## src/rtl/midi_pkg.sv

```systemverilog
// rtl/midi_pkg.sv - shared MIDI definitions: serializer states, register map, STATUS bits
//
// Contents:
//   midi_tx_state_t  serializer state encoding (IDLE, START, DATA, STOP)
//   MIDI_REG_CTRL    CTRL/STATUS register address
//   MIDI_REG_DATA    TXDATA register address
//   STAT_*           bit positions inside the STATUS byte
package midi_pkg;

  typedef enum logic [1:0] {
    IDLE  = 2'd0,
    START = 2'd1,
    DATA  = 2'd2,
    STOP  = 2'd3
  } midi_tx_state_t;

  localparam logic [7:0] MIDI_REG_CTRL = 8'h00;
  localparam logic [7:0] MIDI_REG_DATA = 8'h01;

  localparam int STAT_IRQ_EN   = 0;
  localparam int STAT_BUSY     = 1;
  localparam int STAT_FULL     = 2;
  localparam int STAT_EMPTY    = 3;
  localparam int STAT_OVERFLOW = 4;

endpackage

```

## src/rtl/midi_fifo.sv

```systemverilog
// rtl/midi_fifo.sv - synchronous show-ahead FIFO for MIDI byte queues
//
// Ports:
//   clk_i    clock
//   rst_ni   asynchronous active-low reset; empties the FIFO
//   push_i   write din_i (dropped when full unless pop_i is also accepted)
//   din_i    write data
//   pop_i    remove the head entry (ignored when empty)
//   dout_o   head entry, valid whenever empty_o is 0
//   full_o   DEPTH entries held
//   empty_o  no entries held
//   count_o  number of entries held, log2(DEPTH)+1 bits
module midi_fifo #(
  parameter int WIDTH = 8,
  parameter int DEPTH = 8
) (
  input  logic                     clk_i,
  input  logic                     rst_ni,
  input  logic                     push_i,
  input  logic [WIDTH-1:0]         din_i,
  input  logic                     pop_i,
  output logic [WIDTH-1:0]         dout_o,
  output logic                     full_o,
  output logic                     empty_o,
  output logic [$clog2(DEPTH):0]   count_o
);

  localparam int AW = $clog2(DEPTH);
  localparam int CW = AW + 1;

  logic [WIDTH-1:0] mem_q [DEPTH];
  logic [AW-1:0]    wr_ptr_q, wr_ptr_d;
  logic [AW-1:0]    rd_ptr_q, rd_ptr_d;
  logic [CW-1:0]    count_q, count_d;
  logic             do_push, do_pop;

  assign full_o  = (count_q == CW'(DEPTH));
  assign empty_o = (count_q == '0);
  assign count_o = count_q;
  assign dout_o  = mem_q[rd_ptr_q];

  // A pop frees the head slot in the same cycle, so a push while full is
  // still accepted when it coincides with an accepted pop.
  assign do_pop  = pop_i && !empty_o;
  assign do_push = push_i && (!full_o || do_pop);

  always_comb begin
    wr_ptr_d = wr_ptr_q;
    rd_ptr_d = rd_ptr_q;
    count_d  = count_q + CW'(do_push) - CW'(do_pop);
    if (do_push) wr_ptr_d = wr_ptr_q + AW'(1);
    if (do_pop)  rd_ptr_d = rd_ptr_q + AW'(1);
  end

  always_ff @(posedge clk_i or negedge rst_ni) begin
    if (!rst_ni) begin
      wr_ptr_q <= '0;
      rd_ptr_q <= '0;
      count_q  <= '0;
    end else begin
      wr_ptr_q <= wr_ptr_d;
      rd_ptr_q <= rd_ptr_d;
      count_q  <= count_d;
    end
  end

  always_ff @(posedge clk_i) begin
    if (do_push) mem_q[wr_ptr_q] <= din_i;
  end

endmodule

```

## src/rtl/midi_tx.sv

```systemverilog
// rtl/midi_tx.sv - Wishbone MIDI transmitter: byte FIFO plus 8N1 serializer
//
// Ports:
//   wb_clk_i   sample clock
//   wb_rst_i   asynchronous active-low reset
//   wb_addr_i  register address (0x00 CTRL/STATUS, 0x01 TXDATA)
//   wb_dat_i   write data
//   wb_dat_o   registered read data, valid with wb_ack_o
//   wb_stb_i   strobe
//   wb_we_i    write enable
//   wb_ack_o   single-cycle acknowledge
//   midi_out   serial MIDI output, idles high
//   irq_o      level interrupt: irq_en and FIFO empty and serializer idle
module midi_tx
  import midi_pkg::*;
#(
  parameter int CLKS_PER_BIT = 8,
  parameter int FIFO_DEPTH   = 8
) (
  input  logic       wb_clk_i,
  input  logic       wb_rst_i,
  input  logic [7:0] wb_addr_i,
  input  logic [7:0] wb_dat_i,
  output logic [7:0] wb_dat_o,
  input  logic       wb_stb_i,
  input  logic       wb_we_i,
  output logic       wb_ack_o,
  output logic       midi_out,
  output logic       irq_o
);

  localparam int TW = $clog2(CLKS_PER_BIT);
  localparam int CW = $clog2(FIFO_DEPTH) + 1;

  midi_tx_state_t state_q, state_d;
  logic [TW-1:0]  tick_q, tick_d;
  logic [2:0]     bit_q, bit_d;
  logic [7:0]     shift_q, shift_d;
  logic           midi_out_q, midi_out_d;
  logic           irq_q, irq_d;
  logic           ack_q, ack_d;
  logic [7:0]     dat_q, dat_d;
  logic           irq_en_q, irq_en_d;
  logic           ovf_q, ovf_d;

  logic           access, wr_ctrl, wr_data, rd_any;
  logic           bit_end, busy;
  logic [7:0]     status;
  logic           fifo_pop, fifo_full, fifo_empty, fifo_at_cap;
  logic [7:0]     fifo_dout;
  logic [CW-1:0]  fifo_count;

  // An access is taken only while no ack is outstanding, so a held strobe
  // yields an ack every other cycle.
  assign access  = wb_stb_i && !ack_q;
  assign wr_ctrl = access && wb_we_i && (wb_addr_i == MIDI_REG_CTRL);
  assign wr_data = access && wb_we_i && (wb_addr_i == MIDI_REG_DATA);
  assign rd_any  = access && !wb_we_i;

  assign bit_end     = (tick_q == TW'(CLKS_PER_BIT - 1));
  assign fifo_at_cap = (fifo_count == CW'(FIFO_DEPTH));

  midi_fifo #(
    .WIDTH (8),
    .DEPTH (FIFO_DEPTH)
  ) u_fifo (
    .clk_i   (wb_clk_i),
    .rst_ni  (wb_rst_i),
    .push_i  (wr_data),
    .din_i   (wb_dat_i),
    .pop_i   (fifo_pop),
    .dout_o  (fifo_dout),
    .full_o  (fifo_full),
    .empty_o (fifo_empty),
    .count_o (fifo_count)
  );

  // Serializer: state register.
  always_ff @(posedge wb_clk_i or negedge wb_rst_i) begin
    if (!wb_rst_i) begin
      state_q    <= IDLE;
      tick_q     <= '0;
      bit_q      <= '0;
      shift_q    <= '0;
      midi_out_q <= 1'b1;
    end else begin
      state_q    <= state_d;
      tick_q     <= tick_d;
      bit_q      <= bit_d;
      shift_q    <= shift_d;
      midi_out_q <= midi_out_d;
    end
  end

  // Serializer: next state. STOP reloads directly into START so queued
  // bytes go out with no idle bit between frames.
  always_comb begin
    state_d  = state_q;
    tick_d   = tick_q;
    bit_d    = bit_q;
    shift_d  = shift_q;
    fifo_pop = 1'b0;
    case (state_q)
      IDLE: begin
        if (!fifo_empty) begin
          fifo_pop = 1'b1;
          shift_d  = fifo_dout;
          tick_d   = '0;
          bit_d    = '0;
          state_d  = START;
        end
      end
      START: begin
        if (bit_end) begin
          tick_d  = '0;
          bit_d   = '0;
          state_d = DATA;
        end else begin
          tick_d = tick_q + TW'(1);
        end
      end
      DATA: begin
        if (bit_end) begin
          tick_d  = '0;
          shift_d = {1'b0, shift_q[7:1]};
          if (bit_q == 3'd7) state_d = STOP;
          else               bit_d   = bit_q + 3'd1;
        end else begin
          tick_d = tick_q + TW'(1);
        end
      end
      STOP: begin
        if (bit_end) begin
          tick_d = '0;
          if (!fifo_empty) begin
            fifo_pop = 1'b1;
            shift_d  = fifo_dout;
            bit_d    = '0;
            state_d  = START;
          end else begin
            state_d = IDLE;
          end
        end else begin
          tick_d = tick_q + TW'(1);
        end
      end
      default: state_d = IDLE;
    endcase
  end

  // Serializer: outputs. The pin level is registered from the current state,
  // which puts the start bit two edges after the accepting write.
  always_comb begin
    busy       = (state_q != IDLE);
    midi_out_d = 1'b1;
    case (state_q)
      START:   midi_out_d = 1'b0;
      DATA:    midi_out_d = shift_q[0];
      default: midi_out_d = 1'b1;
    endcase
  end

  // Bus registers, status and interrupt.
  always_comb begin
    status                = 8'h00;
    status[STAT_IRQ_EN]   = irq_en_q;
    status[STAT_BUSY]     = busy;
    status[STAT_FULL]     = fifo_full;
    status[STAT_EMPTY]    = fifo_empty;
    status[STAT_OVERFLOW] = ovf_q;

    ack_d    = access;
    dat_d    = dat_q;
    irq_en_d = irq_en_q;
    ovf_d    = ovf_q;
    irq_d    = irq_en_q && fifo_empty && (state_q == IDLE);

    if (rd_any) dat_d = (wb_addr_i == MIDI_REG_CTRL) ? status : 8'h00;
    if (wr_ctrl) begin
      irq_en_d = wb_dat_i[0];
      if (wb_dat_i[4]) ovf_d = 1'b0;
    end
    if (wr_data && fifo_at_cap && !fifo_pop) ovf_d = 1'b1;
  end

  always_ff @(posedge wb_clk_i or negedge wb_rst_i) begin
    if (!wb_rst_i) begin
      ack_q    <= 1'b0;
      dat_q    <= 8'h00;
      irq_en_q <= 1'b0;
      ovf_q    <= 1'b0;
      irq_q    <= 1'b0;
    end else begin
      ack_q    <= ack_d;
      dat_q    <= dat_d;
      irq_en_q <= irq_en_d;
      ovf_q    <= ovf_d;
      irq_q    <= irq_d;
    end
  end

  assign wb_ack_o = ack_q;
  assign wb_dat_o = dat_q;
  assign midi_out = midi_out_q;
  assign irq_o    = irq_q;

endmodule

```

## config.mk

```make
export PLATFORM = sky130hd
export DESIGN_NAME = midi_tx
export DESIGN_NICKNAME = d
export VERILOG_FILES = /design/src/rtl/midi_pkg.sv /design/src/rtl/midi_fifo.sv /design/src/rtl/midi_tx.sv
export SDC_FILE = /design/constraint.sdc
export NUM_CORES = 1
export LEC_CHECK = 0
export ABC_AREA = 1
export CAP_MARGIN = 20
export CORE_MARGIN = 2
export CORE_UTILIZATION = 59
export DETAILED_ROUTE_END_ITERATION = 10
export PLACE_DENSITY = 0.8
export RECOVER_POWER = 50
export SYNTH_ARGS = -nofsm -noshare
export SYNTH_HDL_FRONTEND = slang
export SYNTH_SLANG_ARGS = --single-unit
```

## constraint.sdc

```tcl
create_clock -name wb_clk_i -period 2.4 [get_ports wb_clk_i]
set_input_delay 0.36 -clock wb_clk_i [delete_from_list [all_inputs] [get_ports wb_clk_i]]
set_output_delay 0.36 -clock wb_clk_i [all_outputs]
set_load 0.02 [all_outputs]
```

# == Word-level counts from Yosys, hierarchy flattened ==
# Memory sizes are Yosys's and may differ from the RTL's.
# Cells that the tools add are included.
# Widths: inputs -> output; s select.
# word_totals
regBits,39
mem_bits_rw,64
in_bits,20
n_memories,1
# mem_list
memory,words,width,read_ports,rd_clocked_by_memory_dff,wr,line,text
u_fifo.mem_q,8,8,1,0,1,midi_fifo.sv:31,logic [WIDTH-1:0] mem_q [DEPTH];
# classes
n_addsub,6
eq_ne,13
mux,30
n_reduce_logical,29
# op_table
operator,n
$mux 8,3
$pmux 8 s3,1
$mux 3,7
$add 3x1->3 const B,4
$ne 2x2->1 const B,6
$pmux 3 s4,1
$logic_and 1x1->1,11
$mux 2,5
$eq 8x1->1 const B,1
$logic_not 8->1,1
$mux 1,8
$pmux 2 s4,1
$eq 3x3->1 const B,2
$pmux 3 s2,1
$reduce_bool 2->1,3
$logic_not 1->1,5
$mux 5,1
$reduce_and 5->1,1
$add 4x1->4,1
$eq 2x2->1 const B,2
$eq 4x4->1 const B,1
$logic_not 4->1,1
$pmux 1 s2,2
$reduce_and 4->1,1
8 further kinds,8

# == Depth between registers and ports, before layout ==
# Gate-level depths: netlist of the first run.
# logic_depth
word_depth,9
mapped_depth,12
ltp_nobuf,12

# == Cells and area by module ==
# Synthesis of the first run repeated with hierarchy kept, for this count alone.
# unflattened
cells_unflattened,480
hier_area_um2,4772.1
# by_module_without_submodules
module,instances,cells_per_inst,area_each_um2
midi_fifo,1,289,3260.6
midi_tx,1,191,1511.4

# == Least setup slack after synthesis of the first run ==
# OpenSTA, ideal clock, no wires.
# synth_path
path_type,flip-flop to flip-flop
startpoint,reg state_q[0]
endpoint,reg u_fifo.count_q[2] (netlist: u_fifo.count_o[2])
arrival_time_ps,2044
path_slack_ps,234
stages_incl_launch_ff,13
period_less_slack_ps,2166
path_cell_list,dfrtp_1 inv_1 ha_1 inv_2 a21oi_2 nand2_2 nor2_2 inv_1 o21ai_0 ha_1 inv_1 fa_1 xnor2_1
# synth_via
elab_chain_cells,7
# synth_lines
item,line,text
start: declaration,midi_tx.sv:35,"midi_tx_state_t state_q, state_d;"
start signal: assignment,midi_tx.sv:87,state_q <= state_d;
$eq 2x2->1 or $logic_not 2->1 (tied branches),midi_tx.sv:103,case (state_q)
$pmux 1 s2 *,midi_tx.sv:103,
$logic_and 1x1->1 *,midi_fifo.sv:44,assign do_pop = pop_i && !empty_o;
$logic_or 1x1->1,midi_fifo.sv:45,assign do_push = push_i && (!full_o || do_pop);
$logic_and 1x1->1,midi_fifo.sv:45,
$add 4x1->4,midi_fifo.sv:50,count_d = count_q + CW'(do_push) - CW'(do_pop);
$sub 4x1->4 *,midi_fifo.sv:50,
via u_fifo.count_d[2],midi_fifo.sv:34,"logic [CW-1:0] count_q, count_d;"
end signal: assignment,midi_fifo.sv:63,count_q <= count_d;
end: declaration,midi_fifo.sv:34,
# The timed path passes the listed nets; every way through them passes the cells marked *.
# A chain may end at the register's enable or synchronous reset.

# == Worst setup path after layout of the first run ==
# layout_path
startpoint,reg state_q[0]
endpoint,reg u_fifo.count_q[1] (netlist: u_fifo.count_o[1])
# layout_via
elab_chain_cells,7
# layout_lines
item,line,text
$eq 2x2->1 or $logic_not 2->1 (tied branches),midi_tx.sv:103,
$pmux 1 s2 *,midi_tx.sv:103,
$logic_and 1x1->1 *,midi_fifo.sv:44,
$logic_or 1x1->1 *,midi_fifo.sv:45,
$logic_and 1x1->1 *,midi_fifo.sv:45,
via u_fifo.do_push,midi_fifo.sv:35,"logic do_push, do_pop;"
$add 4x1->4 *,midi_fifo.sv:50,
$sub 4x1->4 *,midi_fifo.sv:50,
via u_fifo.count_d[1],midi_fifo.sv:34,
# Marked as above.

==> flow_summary.ini, run 1 <==
[yosys]
yosysMostFrequentCell = nand2_1
avgSynthCellArea_um2 = 10.10
ys_seq_elements = 100
yosysWarningCount = 0
synth_flop_cell = edfxtp_1
synth_top_area_share_pct = 41.99
synth_common_cells = 125 x nand2_1, 74 x nand3_1, 64 x edfxtp_1
synth_cell_types = 36
synthTopCellsByArea = edfxtp_1 42%, dfrtp_1 19%, nand2_1 10%
yosysSeqAreaShare_pct = 61.70
yosys.area.top_type = edfxtp_1
syn-cell-area_um2 = 4577
synthArstFlopShare_pct = 36.00
synth_edf_count = 64
netlist_instances = 453

[critical_path]
worstSetupEndpointType = register
cp_max_fo = 4
cp_data_required_time_ns = 2.67
start_kind = register
path_cells = inv_1, ha_4, inv_2, a21oi_4, nand2_4, nand2_4, inv_4, nor3_4, ha_2, inv_2, fa_2, inv_1
worstPathArrival_ns = 2.63
cp_slowest_cell = fa_2
worstSetupPathType = reg2reg
slowest_delay_ns = 0.54

[hold_path]
min_path_type = reg2reg

[status]
status = complete, but fails checks
failed_checks = max-capacitance violations, max-slew violations

[placement]
dp_hpwl_um = 5990
pre_cts_ws_ns = -0.08839
dp_cells = 586
place.gp.congestion = 0.7949
placed_area_um2 = 5014
port_buffers = 27

[cells_and_area]
stdcell_count = 611
syn_to_final_growth_pct = 17.52
ff_latch_area_um2 = 2824
nFillCells = 511
finalInstanceArea_um2 = 5379
fin_nets = 541
multi_input_area_um2 = 1580
n_antenna_cell = 0
drive_above_1_share_pct = 13.95

[die]
die_h_um = 92.08
row_count = 32
die-area_um2 = 8478
io_pins = 31
die_w_um = 92.08
core-area_um2 = 7607
start_util_pct = 60.16

[sta]
fmax_ghz = 0.4240
hold_viol_final = 0
finalCritPeriodShare_pct = 98.27
max_slew_margin_pct = -27.82
rsz0062_at_grt = true
period_needed_ns = 2.359
worst_slew_pin_slew_ns = 1.917
fin_ws_ns = 0.04149
finalMaxSlewViolations = 37
clock_skew_ns = 0.01004
finalSetupViolCount = 0

[drt]
wl_per_cell_um = 15.35
drt_first_pass_iters = 5
dr_total_vias = 3264
via_per_inst = 5.342
drtIter0Drc = 339
ant_nets = 0
routed_wl_um = 9379
post-route-drc-count = 0

[power]
power_density_nw_per_um2 = 603.6
p_leak_nw = 2.217
vdd_drop_max_v = 0.0004747

[clocking]
tritoncts = yes
path_clk_slew_ns = 0.11
clk_latency_ns = 0.37
cts_buffers = 9
clock-root-buffer = clkbuf_8
ctsHtreeMaxLevel = 3
clock-sinks = 100
cts_buffer_depth = 2

[flow_run]
max-cap-violations = 1

[global_routing]
grt_pass1_vias = 3084
overflow = 0
track_usage_pct = 23.57
grt_pass1_wl_um = 15210
grt_max_degree = 37
antenna_found_initial = 0
==> worst paths after layout <==
check	end	depth (start not counted)	slack (ns)	from
max	u_fifo.count_o[1]	12	0.04	state_q[0]
min	shift_q[6]	2	0.49	shift_q[6]
max reg2reg	u_fifo.count_o[1]	12	0.04	state_q[0]
min reg2reg	shift_q[6]	2	0.49	shift_q[6]
max in group asynchronous	u_fifo.rd_ptr_q[2]	1	0.79	wb_rst_i
min in group asynchronous	shift_q[6]	1	0.51	wb_rst_i
==> per-layer routing <==
layer  part of all wire, %  vias to the layer above  GRT usage (%)
met2                    50                      123          37.07
met5                     0                        -              0
met3                   8.4                        8          4.766
met1                    41                     1531          33.16
met4                   1.2                        0          8.085
li1                      -                     1602              -
==> logic make-up (layout without fill, tap and decap cells) <==
| family | count (synthesis) | count (layout) | share of synthesized area (%) |
|---|---|---|---|
| AND/OR/NAND/NOR | 253 | 253 | 24.33 |
| buffers and inverters | 55 | 109 | 5.495 |
| other | 1 | 3 | 0.08193 |
| AO/OA/AOI/OAI | 22 | 22 | 2.624 |
| adder cells (fa/ha/maj) | 17 | 17 | 4.811 |
| XOR/XNOR | 5 | 5 | 0.9570 |
| flip-flops | 100 | 100 | 61.70 |
==> registers in the layout (all words and copies together) (netlist names), 2 cells and up <==
name / flops
wb_dat_o: 5
u_fifo.rd_ptr_q: 3
bit_q: 3
u_fifo.count_o: 4
u_fifo.wr_ptr_q: 3
tick_q: 3
state_q: 2
u_fifo.mem_q: 64
shift_q: 8
==> cells in the final DEF (no fill, tap or decap), drive strengths merged, types with 5 or more instances in the layout <==
master	count
o21ai	16
inv	41
dlygate4sd3	8
edfxtp	64
a21oi	5
nand2	129
buf	26
clkbuf	12
nand3	77
ha	16
nor2	39
dfrtp	35
clkdlybuf4s50	18
==> timing repair <==
| item | in CTS | in global routing |
|---|---|---|
| endpoints found under the hold margin | 0 | 0 |
| endpoints found under the setup margin | 2 | 2 |
| pin swaps | 1 | 7 |
| hold buffers | 0 | 0 |
| setup buffers | 3 | 6 |
| gates resized for setup | 7 | 10 |
==> worst max-delay path, delay by kind of cell (launching register included) <==
kind | cells | cell delay [ns]
AND/OR/NAND/NOR | 3 | 0.37
flip-flops | 1 | 0.42
buffers and inverters | 5 | 0.34
AO/OA/AOI/OAI | 1 | 0.17
adder cells (fa/ha/maj) | 3 | 0.96
==> per-stage QoR <==
stage	utilization [%]	power, mW	hold WS [ns]	TNS (ns)
after floorplan	-	2.014	0.06441	0
after global placement	65.90	2.083	0.4635	0
after detailed placement	65.90	2.090	0.4648	-0.1767
after CTS	69.70	3.274	0.08620	0
after global routing	70.71	3.360	0.5173	-0.05273
final	70.71	3.247	0.4938	0
==> final cells by class <==
| type | count | share of cell area (%) |
|---|---|---|
| clock buffer | 9 | 2.303 |
| clock inverter | 7 | 1.954 |
| inverter | 38 | 2.745 |
| multi-input combinational | 300 | 29.38 |
| sequential | 100 | 52.50 |
| tap | 102 | 2.373 |
| timing repair buffer | 55 | 8.746 |
==> power by group <==
part	internal (mW)	switching, mW
clock network	0.525	0.656
registers	1.86	0.0140
logic	0.0905	0.105
total	2.47	0.775
No activity file was read; power rests on OpenSTA's default activity.
==> run 2: changes to the inputs <==
--- a/config.mk
+++ b/config.mk
@@ -12,6 +12,7 @@
 export DETAILED_ROUTE_END_ITERATION = 10
 export PLACE_DENSITY = 0.8
 export RECOVER_POWER = 50
+export SETUP_SLACK_MARGIN = 0.2
 export SYNTH_ARGS = -nofsm -noshare
 export SYNTH_HDL_FRONTEND = slang
 export SYNTH_SLANG_ARGS = --single-unit
==> run 2 against run 1 <==
The flow still finishes with violations (max-capacitance violations, max-slew violations). Die area is the same. Via count grew 2.5%. Largest cell class unchanged. Combinational power grew 3%. Sequential power is essentially flat. First-iteration DRC count grew 13%. Critical path depth is the same. Sequential cell count is the same. Maximum frequency grew 4.7%.
==> flow_summary.ini, run 2 (same netlist as run 1, synthesis figures left out) <==
[status]
status = complete, but fails checks
failed_checks = max-capacitance violations, max-slew violations

[placement]
place.gp.congestion = 0.7949
port_buffers = 27
dp_hpwl_um = 5990
dp_cells = 586

[die]
io_pins = 31
start_util_pct = 60.16
die-area_um2 = 8478
core-area_um2 = 7607
row_count = 32
die_h_um = 92.08
die_w_um = 92.08

[power]
finalPower_mw = 3.263
vdd_drop_max_v = 0.0004767
power_density_nw_per_um2 = 599.2
p_leak_nw = 2.244

[cells_and_area]
syn_to_final_growth_pct = 18.97
n_antenna_cell = 0
stdcell_count = 616
top_register = u_fifo.mem_q
largest_reg_flops = 64
fin_nets = 546
drive_above_1_share_pct = 15.95
final_cell_mix = 125 x nand2_1, 74 x nand3_1, 64 x edfxtp_1
final_common_cell = nand2_1

[critical_path]
worstSetupPathType = reg2reg
start_kind = register
cp_max_fo = 4
worstPathArrival_ns = 2.53
worstSetupEndpointType = register
cp_data_required_time_ns = 2.68

[drt]
wl_per_cell_um = 15.92
post-route-drc-count = 0
dr_total_vias = 3346
routed_wl_um = 9807
via_per_inst = 5.432
ant_nets = 0
drtIter0Drc = 383
drt_first_pass_iters = 5

[clocking]
clk_latency_ns = 0.38
path_clk_slew_ns = 0.11
tritoncts = yes
cts_buffers = 9
clock-sinks = 100
clock-root-buffer = clkbuf_8
ctsHtreeMaxLevel = 3
cts_buffer_depth = 2
cts_hold_buf = 0

[global_routing]
grt_pass1_vias = 3147
track_usage_pct = 24.28
top_usage_layer = met2
use_met2_pct = 38.97
antenna_found_initial = 0
grtUsageMet3_pct = 4.930
grt_max_degree = 37
grt_pass1_wl_um = 15700
overflow = 0
met1_usage_pct = 33.50

[sta]
finalSetupViolCount = 0
max_slew_margin_pct = -30.20
finalMaxSlewViolations = 37
rsz0062_at_grt = true
fmax_ghz = 0.4440
finalCritPeriodShare_pct = 93.84
period_needed_ns = 2.252
clock_skew_ns = 0.01181
hold_viol_final = 0
worst_slew_pin_slew_ns = 1.953

[flow_run]
max-cap-violations = 1

[hold_path]
min_path_type = reg2reg
run 2: changes by cell type in the layout (fill, tap and decap cells not counted), sizes merged:
cell,before,now
buf,26,31
run 2: worst max-delay path: stages (launching register included):
cell	delay (ns)
dfrtp_1	0.39
ha_2	0.20
ha_4	0.14
nand2_4	0.05
a21oi_4	0.18
nand2_4	0.10
nand2_4	0.08
inv_4	0.04
nor3_4	0.14
ha_2	0.22
inv_2	0.04
fa_2	0.53
inv_1	0.04
run 2: path summary, 6_finish.rpt:
path,endpoint,slack [ns],startpoint,depth (start not counted)
max,u_fifo.count_o[1],0.15,tick_q[0],12
min,ovf_q,0.49,ovf_q,2
max reg2reg,u_fifo.count_o[1],0.15,tick_q[0],12
min reg2reg,ovf_q,0.49,ovf_q,2
max in group asynchronous,u_fifo.rd_ptr_q[2],0.77,wb_rst_i,1
min in group asynchronous,shift_q[6],0.52,wb_rst_i,1
run 2: area by class of cell:
cell class | instances | area [µm²]
Sequential cell | 100 | 2824
Fill cell | 494 | 2162
Multi-Input combinational cell | 300 | 1594
Timing Repair Buffer | 60 | 523.0
Inverter | 38 | 147.6
Tap cell | 102 | 127.6
Clock buffer | 9 | 123.9
Clock inverter | 7 | 105.1
run 2: timing repair:
item,in CTS,in global routing
endpoints found under the setup margin,65,50
gates resized for setup,19,10
buffers inserted,8,6
pin swaps,8,7
run 2: where the power goes:
part	internal, mW	switching, mW
Combinational	0.0919	0.109
Clock	0.525	0.667
Sequential	1.86	0.0135
Total	2.47	0.790
run 2: layer usage:
metal / wire, µm / share of wire [%]
met5: 0 / 0
met2: 4886 / 50
met1: 4145 / 42
met4: 161 / 1.6
met3: 614 / 6.3
run 2: per-stage QoR:
| step | worst slack, ns | setup TNS [ns] | utilization, % | hold slack, ns | cell area (µm²) |
|---|---|---|---|---|---|
| floorplan | 0.2336 | 0 | - | 0.06441 | 4584 |
| global placement | 0.1116 | 0 | 65.90 | 0.4635 | 5014 |
| detailed placement | -0.08839 | -0.1767 | 65.90 | 0.4648 | 5014 |
| CTS | 0.1269 | 0 | 70.71 | 0.08620 | 5379 |
| global route | 0.08105 | 0 | 71.58 | 0.5174 | 5445 |
| finish | 0.1478 | 0 | 71.58 | 0.4874 | 5445 |
==> run 3: changes to the inputs <==
--- a/config.mk
+++ b/config.mk
@@ -15,4 +15,5 @@
 export SETUP_SLACK_MARGIN = 0.2
 export SYNTH_ARGS = -nofsm -noshare
 export SYNTH_HDL_FRONTEND = slang
+export SYNTH_HIERARCHICAL = 1
 export SYNTH_SLANG_ARGS = --single-unit
==> run 3 against run 2 <==
The flow now finishes without violations. Sequential share of layout area fell by 1.1 points. Die area grew 4.1%. Clock-buffer cell count unchanged.
==> flow_summary.ini, run 3 <==
[status]
status = completed

[power]
clkPwrFrac_pct = 35.4
power_density_nw_per_um2 = 561.2
vdd_drop_max_v = 0.0005037
p_leak_nw = 2.344
combPwrFrac_pct = 5.0
intPower_mw = 2.348
finalPower_mw = 3.120
p_sw_share_pct = 24.76
power_frac_seq_pct = 59.5
p_sw_uw = 772.7

[sta]
worst_slew_pin_slew_ns = 0.8351
max_slew_margin_pct = 44.33
period_needed_ns = 2.193
finalCritPeriodShare_pct = 91.39
finalMaxSlewViolations = 0
fmax_ghz = 0.4559
worst_hold_slack_ns = 0.06593
fin_ws_ns = 0.2066
setup-tns-final_ns = 0
finalSetupViolCount = 0
rsz0062_at_grt = true
hold_viol_final = 0
clock_skew_ns = 0.01309

[placement]
placed_area_um2 = 5167
place.gp.congestion = 0.8406
dp_cells = 608
port_buffers = 27
dp_hpwl_um = 6223
pre_cts_ws_ns = 0.001693

[critical_path]
critPathTopFamily = adder cells
rr_worst_depth = 13
start_kind = register
worstPathArrival_ns = 2.48
cp_max_fo = 4
cp_slowest_cell = fa_2
crit_buf_inv = 3
cpMostUsedCell = nand2_2
slowest_delay_ns = 0.54
cp_data_required_time_ns = 2.68
path_cells = ha_2, ha_4, nand2_2, nand2_2, nand2_2, inv_2, nand2_4, nand3_2, nand2_2, ha_4, inv_2, fa_2, inv_2
worstSetupPathDepth = 13
worstSetupPathType = reg2reg
worstSetupEndpointType = register

[global_routing]
overflow = 0
grt_pass1_vias = 3100
grt_max_degree = 37
antenna_found_initial = 0
track_usage_pct = 22.07
grt_pass1_wl_um = 14810

[die]
die-area_um2 = 8824
row_count = 32
die_h_um = 93.94
io_pins = 31
die_w_um = 93.94
core-area_um2 = 7767
start_util_pct = 61.44

[yosys]
synth_cell_types = 38
yosys.area.top_type = edfxtp_1
yosysWarningCount = 6
synth_edf_count = 64
synth_top_area_share_pct = 40.27
ys_seq_elements = 100
yosysMostFrequentCell = nand2_1
avgSynthCellArea_um2 = 9.942
synthTopCellsByArea = edfxtp_1 40%, dfrtp_1 18%, nand2_1 11%
netlist_instances = 480
synth_common_cells = 141 x nand2_1, 64 x edfxtp_1, 49 x nor2_1
yosysSeqAreaShare_pct = 59.18
synthArstFlopShare_pct = 36.00
syn-cell-area_um2 = 4772
synth_flop_cell = edfxtp_1

[drt]
wl_per_cell_um = 14.54
drt_first_pass_iters = 5
via_per_inst = 5.310
routed_wl_um = 9291
dr_total_vias = 3393
ant_nets = 0
drtIter0Drc = 327
post-route-drc-count = 0

[clocking]
clk_latency_ns = 0.38
ctsHtreeMaxLevel = 3
cts_hold_buf = 0
cts_buffers = 9
cts_buffer_depth = 2
clock-sinks = 100
tritoncts = yes
path_clk_slew_ns = 0.11
clock-root-buffer = clkbuf_8

[cells_and_area]
largest_reg_flops = 64
n_antenna_cell = 0
fin_nets = 570
stdcell_count = 639
finalInstanceArea_um2 = 5560
top_register = u_fifo/mem_q
syn_to_final_growth_pct = 16.52
utilization_pct = 71.59
final_common_cell = nand2_1
drive_above_1_share_pct = 16.95
final_cell_mix = 137 x nand2_1, 64 x edfxtp_1, 47 x nor2_1

[flow_run]
max-cap-violations = 0

[hold_path]
min_path_type = in2async
-- run 3: layout make-up --
| class | count | area, µm² |
|---|---|---|
| fillers | 555 | 2207 |
| clock inverters | 7 | 91.34 |
| repair buffers | 58 | 506.7 |
| multi-input cells | 314 | 1697 |
| clock buffers | 9 | 123.9 |
| flip-flops and latches | 100 | 2825 |
| inverters | 49 | 188.9 |
| well taps | 102 | 127.6 |
-- run 3: path summary, 6_finish.rpt --
path / from / end / slack [ns]
max reg2reg: tick_q[1] / u_fifo/count_o[1] / 0.21
min in group wb_clk_i: ovf_q / ovf_q / 0.50
min: wb_rst_i / shift_q[6] / 0.07
max: tick_q[1] / u_fifo/count_o[1] / 0.21
min reg2reg: ovf_q / ovf_q / 0.50
max in group asynchronous: wb_rst_i / state_q[0] / 1.74
-- run 3: logic make-up (layout without fill, tap and decap cells) --
kind of cell | count (synthesis) | after routing | share of synthesized area [%]
compound gates | 59 | 59 | 7.446
buf+inv | 68 | 123 | 7.210
xor+xnor | 5 | 5 | 0.9178
flops | 100 | 100 | 59.18
simple gates | 229 | 229 | 20.29
fa+ha+maj | 18 | 18 | 4.877
other cells | 1 | 3 | 0.07858
-- run 3: what timing repair did --
item / 4_1_cts / 5_1_grt
resized for setup: 7 / 17
setup endpoints to repair: 2 / 2
pin swaps: 3 / 9
cloned: 0 / 0
endpoints found under the hold margin: 0 / 0
setup buffers: 6 / 9
-- run 3: layer usage --
metal	share of wire (%)	global-route usage, %	vias to the layer above
met5	0	0	-
met3	4.3	3.371	13
met4	1.5	8.333	0
li1	-	-	1674
met2	49	34.23	91
met1	45	31.70	1615
-- run 3: power groups by stage --
stage	logic (mW)	registers [mW]	clock network, mW
final	0.156	1.86	1.11
after global placement	0.133	1.89	0
after global routing	0.175	1.86	1.18
after floorplan	0.0695	1.90	0
after detailed placement	0.140	1.90	0
after CTS	0.141	1.86	1.12
